**config.mk**
```make
export PLATFORM = sky130hd
export DESIGN_NAME = mac_drain
export DESIGN_NICKNAME = d
export VERILOG_FILES = /design/src/rtl/mac_pkg.sv /design/src/rtl/mac_postproc.sv /design/src/rtl/mac_drain.sv
export SDC_FILE = /design/constraint.sdc
export NUM_CORES = 1
export LEC_CHECK = 0
export ABC_AREA = 1
export CAP_MARGIN = 0
export CORE_MARGIN = 8
export CORE_UTILIZATION = 30
export CTS_BUF_LIST = sky130_fd_sc_hd__clkbuf_2 sky130_fd_sc_hd__clkbuf_4 sky130_fd_sc_hd__clkbuf_8
export CTS_CLUSTER_SIZE = 20
export DETAILED_ROUTE_END_ITERATION = 7
export GPL_TIMING_DRIVEN = 0
export PLACE_DENSITY = 0.55
export REMOVE_ABC_BUFFERS = 1
export SKIP_CTS_REPAIR_TIMING = 1
export SLEW_MARGIN = 30
export SYNTH_ARGS = -nofsm -noshare
export SYNTH_HDL_FRONTEND = slang
export SYNTH_SLANG_ARGS = --single-unit
```
**constraint.sdc**
```tcl
create_clock -name clk -period 2.8 [get_ports clk]
set_clock_uncertainty 0.2 [all_clocks]
set_input_delay 0.7 -clock clk [delete_from_list [all_inputs] [get_ports clk]]
set_output_delay 0.7 -clock clk [all_outputs]
set_load 0.1 [all_outputs]
```
**src/rtl/mac_pkg.sv**
```systemverilog
// Shared types and helpers for the MAC output drain path.
// Default sizes, drain FSM state encoding and the (DW+1)->DW saturating narrow.
package mac_pkg;

  localparam int DW_DEF   = 32;
  localparam int POX_DEF  = 3;
  localparam int SAT_MAXW = 64;

  typedef enum logic {
    IDLE  = 1'b0,
    DRAIN = 1'b1
  } drain_state_t;

  // Clamp a (w+1)-bit signed value, held in the low bits of s, to w bits.
  // Overflow exists exactly when the two top bits of the sum disagree.
  function automatic logic [SAT_MAXW-1:0] sat_narrow(input logic [SAT_MAXW:0] s,
                                                     input logic [6:0]        w);
    logic [SAT_MAXW-1:0] lim;
    logic [SAT_MAXW-1:0] r;
    lim = 64'd1 << (w - 7'd1);
    r   = s[SAT_MAXW-1:0];
    if (s[w] != s[w - 7'd1]) begin
      r = s[w] ? lim : (lim - 64'd1);
    end
    return r;
  endfunction

endpackage

```
**src/rtl/mac_postproc.sv**
```systemverilog
// Per-lane post-processing: bias add, narrowing to DW bits, optional ReLU.
// MAC_DRAIN_SAT_EN selects saturation instead of two's-complement wrap.
module mac_postproc
  import mac_pkg::*;
#(
  parameter int DW = DW_DEF
) (
  input  logic [DW-1:0] i_result,
  input  logic [DW-1:0] i_bias,
  input  logic          i_relu_en,
  output logic [DW-1:0] o_word
);

  logic [DW-1:0] w_nar;

`ifdef MAC_DRAIN_SAT_EN
  logic [DW:0]         w_sum;
  logic [SAT_MAXW-1:0] w_sat;

  assign w_sum = {i_result[DW-1], i_result} + {i_bias[DW-1], i_bias};
  assign w_sat = sat_narrow({{(SAT_MAXW-DW){w_sum[DW]}}, w_sum}, 7'(DW));
  assign w_nar = w_sat[DW-1:0];
`else
  // Low DW bits of the wide sum are the plain DW-bit wrapping add.
  assign w_nar = i_result + i_bias;
`endif

  assign o_word = (i_relu_en && w_nar[DW-1]) ? '0 : w_nar;

endmodule

```
**src/rtl/mac_drain.sv**
```systemverilog
// Output drain stage for the POX-lane MAC bank: capture, one-deep hold, streamed drain.
// Build option MAC_DRAIN_SAT_EN: saturate bias-added results instead of wrapping.
//
//   state | meaning
//   IDLE  | drain bank empty, waiting for the hold bank to fill
//   DRAIN | streaming drain[idx] to the output buffer
module mac_drain
  import mac_pkg::*;
#(
  parameter  int DW  = DW_DEF,
  parameter  int POX = POX_DEF,
  localparam int IW  = $clog2(POX)
) (
  input  logic           clk,
  input  logic           rst_n,
  input  logic [DW-1:0]  result [POX],
  input  logic [POX-1:0] cnt_c,
  input  logic [DW-1:0]  bias,
  input  logic           relu_en,
  output logic           mac_ena,
  output logic [DW-1:0]  out_data,
  output logic [IW-1:0]  out_idx,
  output logic           out_last,
  output logic           out_valid,
  input  logic           out_ready,
  output logic           busy,
  output logic           ovf_err,
  output logic           lane_err
);

  localparam logic [IW-1:0] LAST_IDX = IW'(POX - 1);

  drain_state_t  r_state;
  logic [IW-1:0] r_idx;
  logic          r_hold_full;
  logic [DW-1:0] r_hold  [POX];
  logic [DW-1:0] r_drain [POX];
  logic [DW-1:0] r_out_data;
  logic [IW-1:0] r_out_idx;
  logic          r_out_last;
  logic          r_out_valid;
  logic          r_ovf_err;
  logic          r_lane_err;

  logic [DW-1:0] w_pp [POX];
  logic          w_capture;
  logic          w_lane_mis;
  logic          w_fire;
  logic          w_at_last;
  logic          w_load;
  logic [IW-1:0] w_idx_nxt;

  for (genvar g = 0; g < POX; g++) begin : g_lane
    mac_postproc #(.DW(DW)) u_pp (
      .i_result  (result[g]),
      .i_bias    (bias),
      .i_relu_en (relu_en),
      .o_word    (w_pp[g])
    );
  end

  assign w_capture  = &cnt_c;
  assign w_lane_mis = (|cnt_c) && !w_capture;
  assign w_fire     = r_out_valid && out_ready;
  assign w_at_last  = (r_idx == LAST_IDX);
  assign w_idx_nxt  = r_idx + 1'b1;
  // Hold moves to drain when drain is empty or its last word leaves this cycle.
  assign w_load     = r_hold_full && ((r_state == IDLE) || (w_fire && w_at_last));

  always_ff @(posedge clk or negedge rst_n) begin
    if (!rst_n) begin
      r_hold_full <= 1'b0;
      r_ovf_err   <= 1'b0;
      r_lane_err  <= 1'b0;
      for (int i = 0; i < POX; i++) r_hold[i] <= '0;
    end else begin
      if (w_capture && (!r_hold_full || w_load)) begin
        r_hold      <= w_pp;
        r_hold_full <= 1'b1;
      end else if (w_load) begin
        r_hold_full <= 1'b0;
      end
      if (w_capture && r_hold_full && !w_load) r_ovf_err <= 1'b1;
      if (w_lane_mis) r_lane_err <= 1'b1;
    end
  end

  always_ff @(posedge clk or negedge rst_n) begin
    if (!rst_n) begin
      r_state     <= IDLE;
      r_idx       <= '0;
      r_out_valid <= 1'b0;
      r_out_data  <= '0;
      r_out_idx   <= '0;
      r_out_last  <= 1'b0;
      for (int i = 0; i < POX; i++) r_drain[i] <= '0;
    end else if (w_load) begin
      r_state     <= DRAIN;
      r_drain     <= r_hold;
      r_idx       <= '0;
      r_out_valid <= 1'b1;
      r_out_data  <= r_hold[0];
      r_out_idx   <= '0;
      r_out_last  <= 1'b0;
    end else if ((r_state == DRAIN) && w_fire) begin
      if (!w_at_last) begin
        r_idx      <= w_idx_nxt;
        r_out_idx  <= w_idx_nxt;
        r_out_data <= r_drain[w_idx_nxt];
        r_out_last <= (w_idx_nxt == LAST_IDX);
      end else begin
        r_state     <= IDLE;
        r_idx       <= '0;
        r_out_valid <= 1'b0;
        r_out_data  <= '0;
        r_out_idx   <= '0;
        r_out_last  <= 1'b0;
      end
    end
  end

  assign mac_ena   = !r_hold_full;
  assign busy      = r_hold_full || (r_state == DRAIN);
  assign out_data  = r_out_data;
  assign out_idx   = r_out_idx;
  assign out_last  = r_out_last;
  assign out_valid = r_out_valid;
  assign ovf_err   = r_ovf_err;
  assign lane_err  = r_lane_err;

endmodule

```
Yosys cells after proc, flatten, opt, wreduce, memory -nomap -nowiden:

Index checks and enable logic that the tools add are counted.

* logic and storage cells: 65
* register bits after elaboration: 231
* input port bits: 135
* output and inout port bits: 40

* bitwise gates (word level): 2
* order comparisons: 1
* muxes and demuxes: 20
* reduce and logical (&&, ||, !) cells: 23
* equal/unequal tests: 2
* add/subtract/negate cells: 4

Operator list (number)
* $mux W32: 8
* $add A32 B32 Y32: 3
* $bmux W32 S2: 1
* $logic_and A1 B1 Y1: 11
* $mux W1: 8
* $mux W2: 3
* $reduce_bool A2 Y1: 3
* $eq A2 B2 Y1 const B: 2
* $ge A3 B3 Y1 const B: 1
* $logic_not A1 Y1: 3
* $logic_or A1 B1 Y1: 3
* $not A2 Y3: 1
* $reduce_and A3 Y1: 1
* $reduce_or A3 Y1: 1
* $add A2 B1 Y2 const B: 1
* $reduce_and A2 Y1: 1
* $not A1 Y1: 1

Logic depth before layout (Yosys ltp):

* word-level depth: 8
* mapped depth: 16
* gate-level depth less buffers: 16

Hierarchy:

From an unflattened synthesis, not the netlist that was laid out.

* cells, all modules: 2898
* area total of the unflattened synthesis: 18671.7 µm²

Modules (own cells, without submodules)
* mac_drain: cells an instance 1199, area an instance 9954.5 µm², times used 1, sequential area each 5755.5 µm²
* mac_postproc at g_lane[1].u_pp ...: cells an instance 573, area an instance 3042.9 µm², times used 2, sequential area each 0.0 µm²
* mac_postproc at g_lane[0].u_pp: cells an instance 553, area an instance 2631.3 µm², times used 1, sequential area each 0.0 µm²

Least setup slack after synthesis:

Ideal clock, no wire load.

* kind: register -> register
* from: reg, netlist name out_idx[0]
* to: reg r_hold[47] in the netlist's numbering
* stages on the path, launching flop included: 13
* required time: 2.483 ns
* buffers on the path: 4
* setup slack: -0.309 ns
* arrival: 2.793 ns
* period minus slack after synthesis: 3.109 ns
* cells stage by stage: dfrtp_1 inv_1 clkbuf_1 clkbuf_1 ha_1 a21oi_1 nand2_1 nand2_1 inv_1 clkbuf_4 buf_2 nand3_2 nand2_1

RTL lines
* to (signal assigned): RTL line mac_drain.sv:78 `r_hold <= w_pp;`
* to (decl): RTL line mac_drain.sv:36 `logic [DW-1:0] r_hold [POX];`

Worst setup path after layout:

* from: in result[14] in the netlist's numbering
* to: reg r_hold[1] in the netlist's numbering

* cells in the longest elaborated chain, start to end: 3

RTL lines
* from (decl): RTL line mac_drain.sv:16 `input logic [DW-1:0] result [POX],`
* $add A32 B32 Y32: RTL line mac_postproc.sv:25 `assign w_nar = i_result + i_bias;`
* $logic_and A1 B1 Y1: RTL line mac_postproc.sv:28 `assign o_word = (i_relu_en && w_nar[DW-1]) ? '0 : w_nar;`
* $mux W32: RTL line mac_postproc.sv:28

No other way between the ends.
A chain may end at the register's enable or synchronous reset.

==> impl_metrics.toml <==
[outcome]
status = "finished, final reports clean"

[pwr]
power.density_nw_per_um2 = 828.4
peakVddDrop_v = 0.0004842
finalPower_mw = 18.58
p_leak_nw = 12.00

[logic_synthesis]
synth.top_cell.area_share_pct = 32.96
synthTopCellsByArea = "dfrtp_1 33%, nand2_1 21%, inv_1 8.4%, ha_1 6.9%, nand3_2 5.3%"
ys_seq_area_share_pct = 32.96
synth.distinct_cells = 45
synth_edf_count = 0
syn_inst = 2572
yosysWarnings = 0
synthArstFlopShare_pct = 100.0
avgSynthCellArea_um2 = 6.789
synth_flop_cell = "dfrtp_1"
yosys_register_bits = 230
syn_area_um2 = 17460
synth_top_area_cell = "dfrtp_1"

[setup_path]
path_class = "input pin to flip-flop"
crit_arrival_ps = 3060
cp.required_ps = 3080
critPathCaptureType = "flip-flop"
path_max_fanout = 8
crit_path_start_kind = "input pin"

[floorplan]
die_w_um = 257.3
die_area_um2 = 66180
die_h_um = 257.3
ios = 175
initial_core_util_pct = 30.32
coreArea_um2 = 57590
row_count = 88

[cells_and_area]
final_common_cell = "nand2_1"
fin_cells = 3552
nets = 2993
final_cell_mix = "951 x nand2_1, 388 x inv_1, 229 x dfrtp_1"
drive_gt1_share_pct = 15.00
area_delta_synth_final_pct = 28.45

[drt]
vias = 16970
avgRoutedWirePerCell_um = 19.70
wl_um = 69980
drt-met1-wl_um = 32490
top_layer = "met4"
viasPerCell = 4.778
wl_met3_um = 4173
postRouteAntennaNets = 0
drcViolationCount = 0
dr.pass1.iters = 5
drt_iter0_drc = 1228
wl_met2_um = 30770

[placement]
dp_hpwl_um = 53580
place_congestion = 0.9120
dp.cells = 3454
io_buffer_count = 174

[grt]
grt_use_total_pct = 19.67
antenna_found_initial = 1
grt_first_pass_wirelength_um = 100900
grt_max_degree = 82
grt_overflow = 0
grt_pass1_vias = 16470

[clocking]
htree_num_levels = 2
numCtsBuffers = 44
clk_path_buf_depth = 3
cts_tree = "built"
clk_latency_ps = 600
clkSlewWorstSetupHoldPaths_ps = 60
cts_root_buf = "clkbuf_8"
cts_sinks = 230

[timing]
hold_ws_ps = 268.0
fmax_ghz = 0.3606
hold_violations = 0
setup_tns_ps = 0
setup_viol_count_final = 0
drv_slew = 0
worstMarginPinSlew_ps = 1026
slew_headroom_pct = 31.48
rsz0062_at_grt = "yes"
fin_crit_ps = 2773
period_share_pct = 99.05

[min_path]
worstHoldPathType = "flip-flop to flip-flop"

[flow_run]
drv_cap = 0
==> metal layers <==
layer  vias up  track usage (%)
li1       8391                -
met2       517            31.48
met5         -                0
met1      7951            26.68
met4         0            6.190
met3       112            3.572
==> flip-flops by register name (all words and copies together) (netlist names) <==
name / cells
r_hold: 96
r_hold_full: 1
r_drain: 96
lane_err: 1
r_state: 1
out_idx: 2
ovf_err: 1
out_data: 32
==> area by class of cell <==
class / count / area [um^2]
fill: 5969 / 35160
multi-input combinational: 1859 / 10510
sequential: 230 / 5757
timing repair buffer: 210 / 2655
inverter: 413 / 1583
tap: 765 / 957.2
clock buffer: 63 / 798.3
clock inverter: 10 / 153.9
timing repair inverter: 1 / 11.26
antenna: 1 / 2.502
==> stage by stage <==
step | util [%] | instance area (um^2) | setup slack (ps)
final | 38.95 | 22430 | 26.59
after global routing | 38.95 | 22430 | -15.86
after CTS | 36.67 | 21120 | -818.6
after detailed placement | 35.01 | 20160 | -1458
after global placement | 34.18 | 19680 | -15360
after floorplan | - | 16980 | -7127
==> report_power, final <==
part | switching (mW) | total (mW) | leakage, nW | internal [mW]
clock network | 1.51 | 3.70 | 0.505 | 2.19
registers | 0.791 | 5.60 | 2.93 | 4.81
logic | 6.45 | 9.28 | 8.57 | 2.84
total | 8.75 | 18.6 | 12.0 | 9.84
==> synth_stat cells (4+ instances only) <==
library cell,count
nand2_1,966
inv_1,390
dfrtp_1,230
nor2_1,147
o21ai_0,131
ha_1,96
nand3_2,93
a21oi_1,87
nand3_1,87
nand2_2,58
clkbuf_1,44
xor2_1,36
a31oi_1,32
nand4_1,24
inv_2,22
o21bai_1,14
buf_2,10
xnor2_1,10
and2_1,9
nand3b_1,8
nor3_1,8
o21a_1,7
buf_12,6
buf_6,5
a21oi_2,4
and3_1,4
nor2_2,4
nor2_4,4
nor3_2,4
==> cell families (layout without fill, tap and decap cells) <==
kind of cell	count (synthesis)	after routing	share of synthesized area [%]
simple gates	1432	1436	37.26
buf+inv	487	697	11.62
compound gates	278	278	8.627
flops	230	230	32.96
fa+ha+maj	99	99	7.223
xor+xnor	46	46	2.307
other cells	0	1	0
==> path summary, 6_finish.rpt <==
path,startpoint,to,slack [ps],cells after the start
worst max-delay path,result[14],r_hold[1],30,14
worst min-delay path,r_drain[72],r_drain[72],270,2
worst max register to register,out_idx[0],r_hold[50],90,11
worst min register to register,r_drain[72],r_drain[72],270,2
max in group asynchronous,rst_n,r_hold[76],1060,4
min in group asynchronous,rst_n,r_hold[58],410,2
==> worst max-delay path: stages <==
cell             delay [ps]
clkdlybuf4s50_1         460
ha_1                    390
nand2_1                  80
inv_2                    80
nand2_2                  80
nor3_2                  240
nand2_1                 110
nand2_2                 140
nand2_4                  90
nand3_4                 130
nand3_4                 150
clkbuf_16               260
nand3_2                  70
nand2_1                  50
Power figures use the tool's default switching activity.
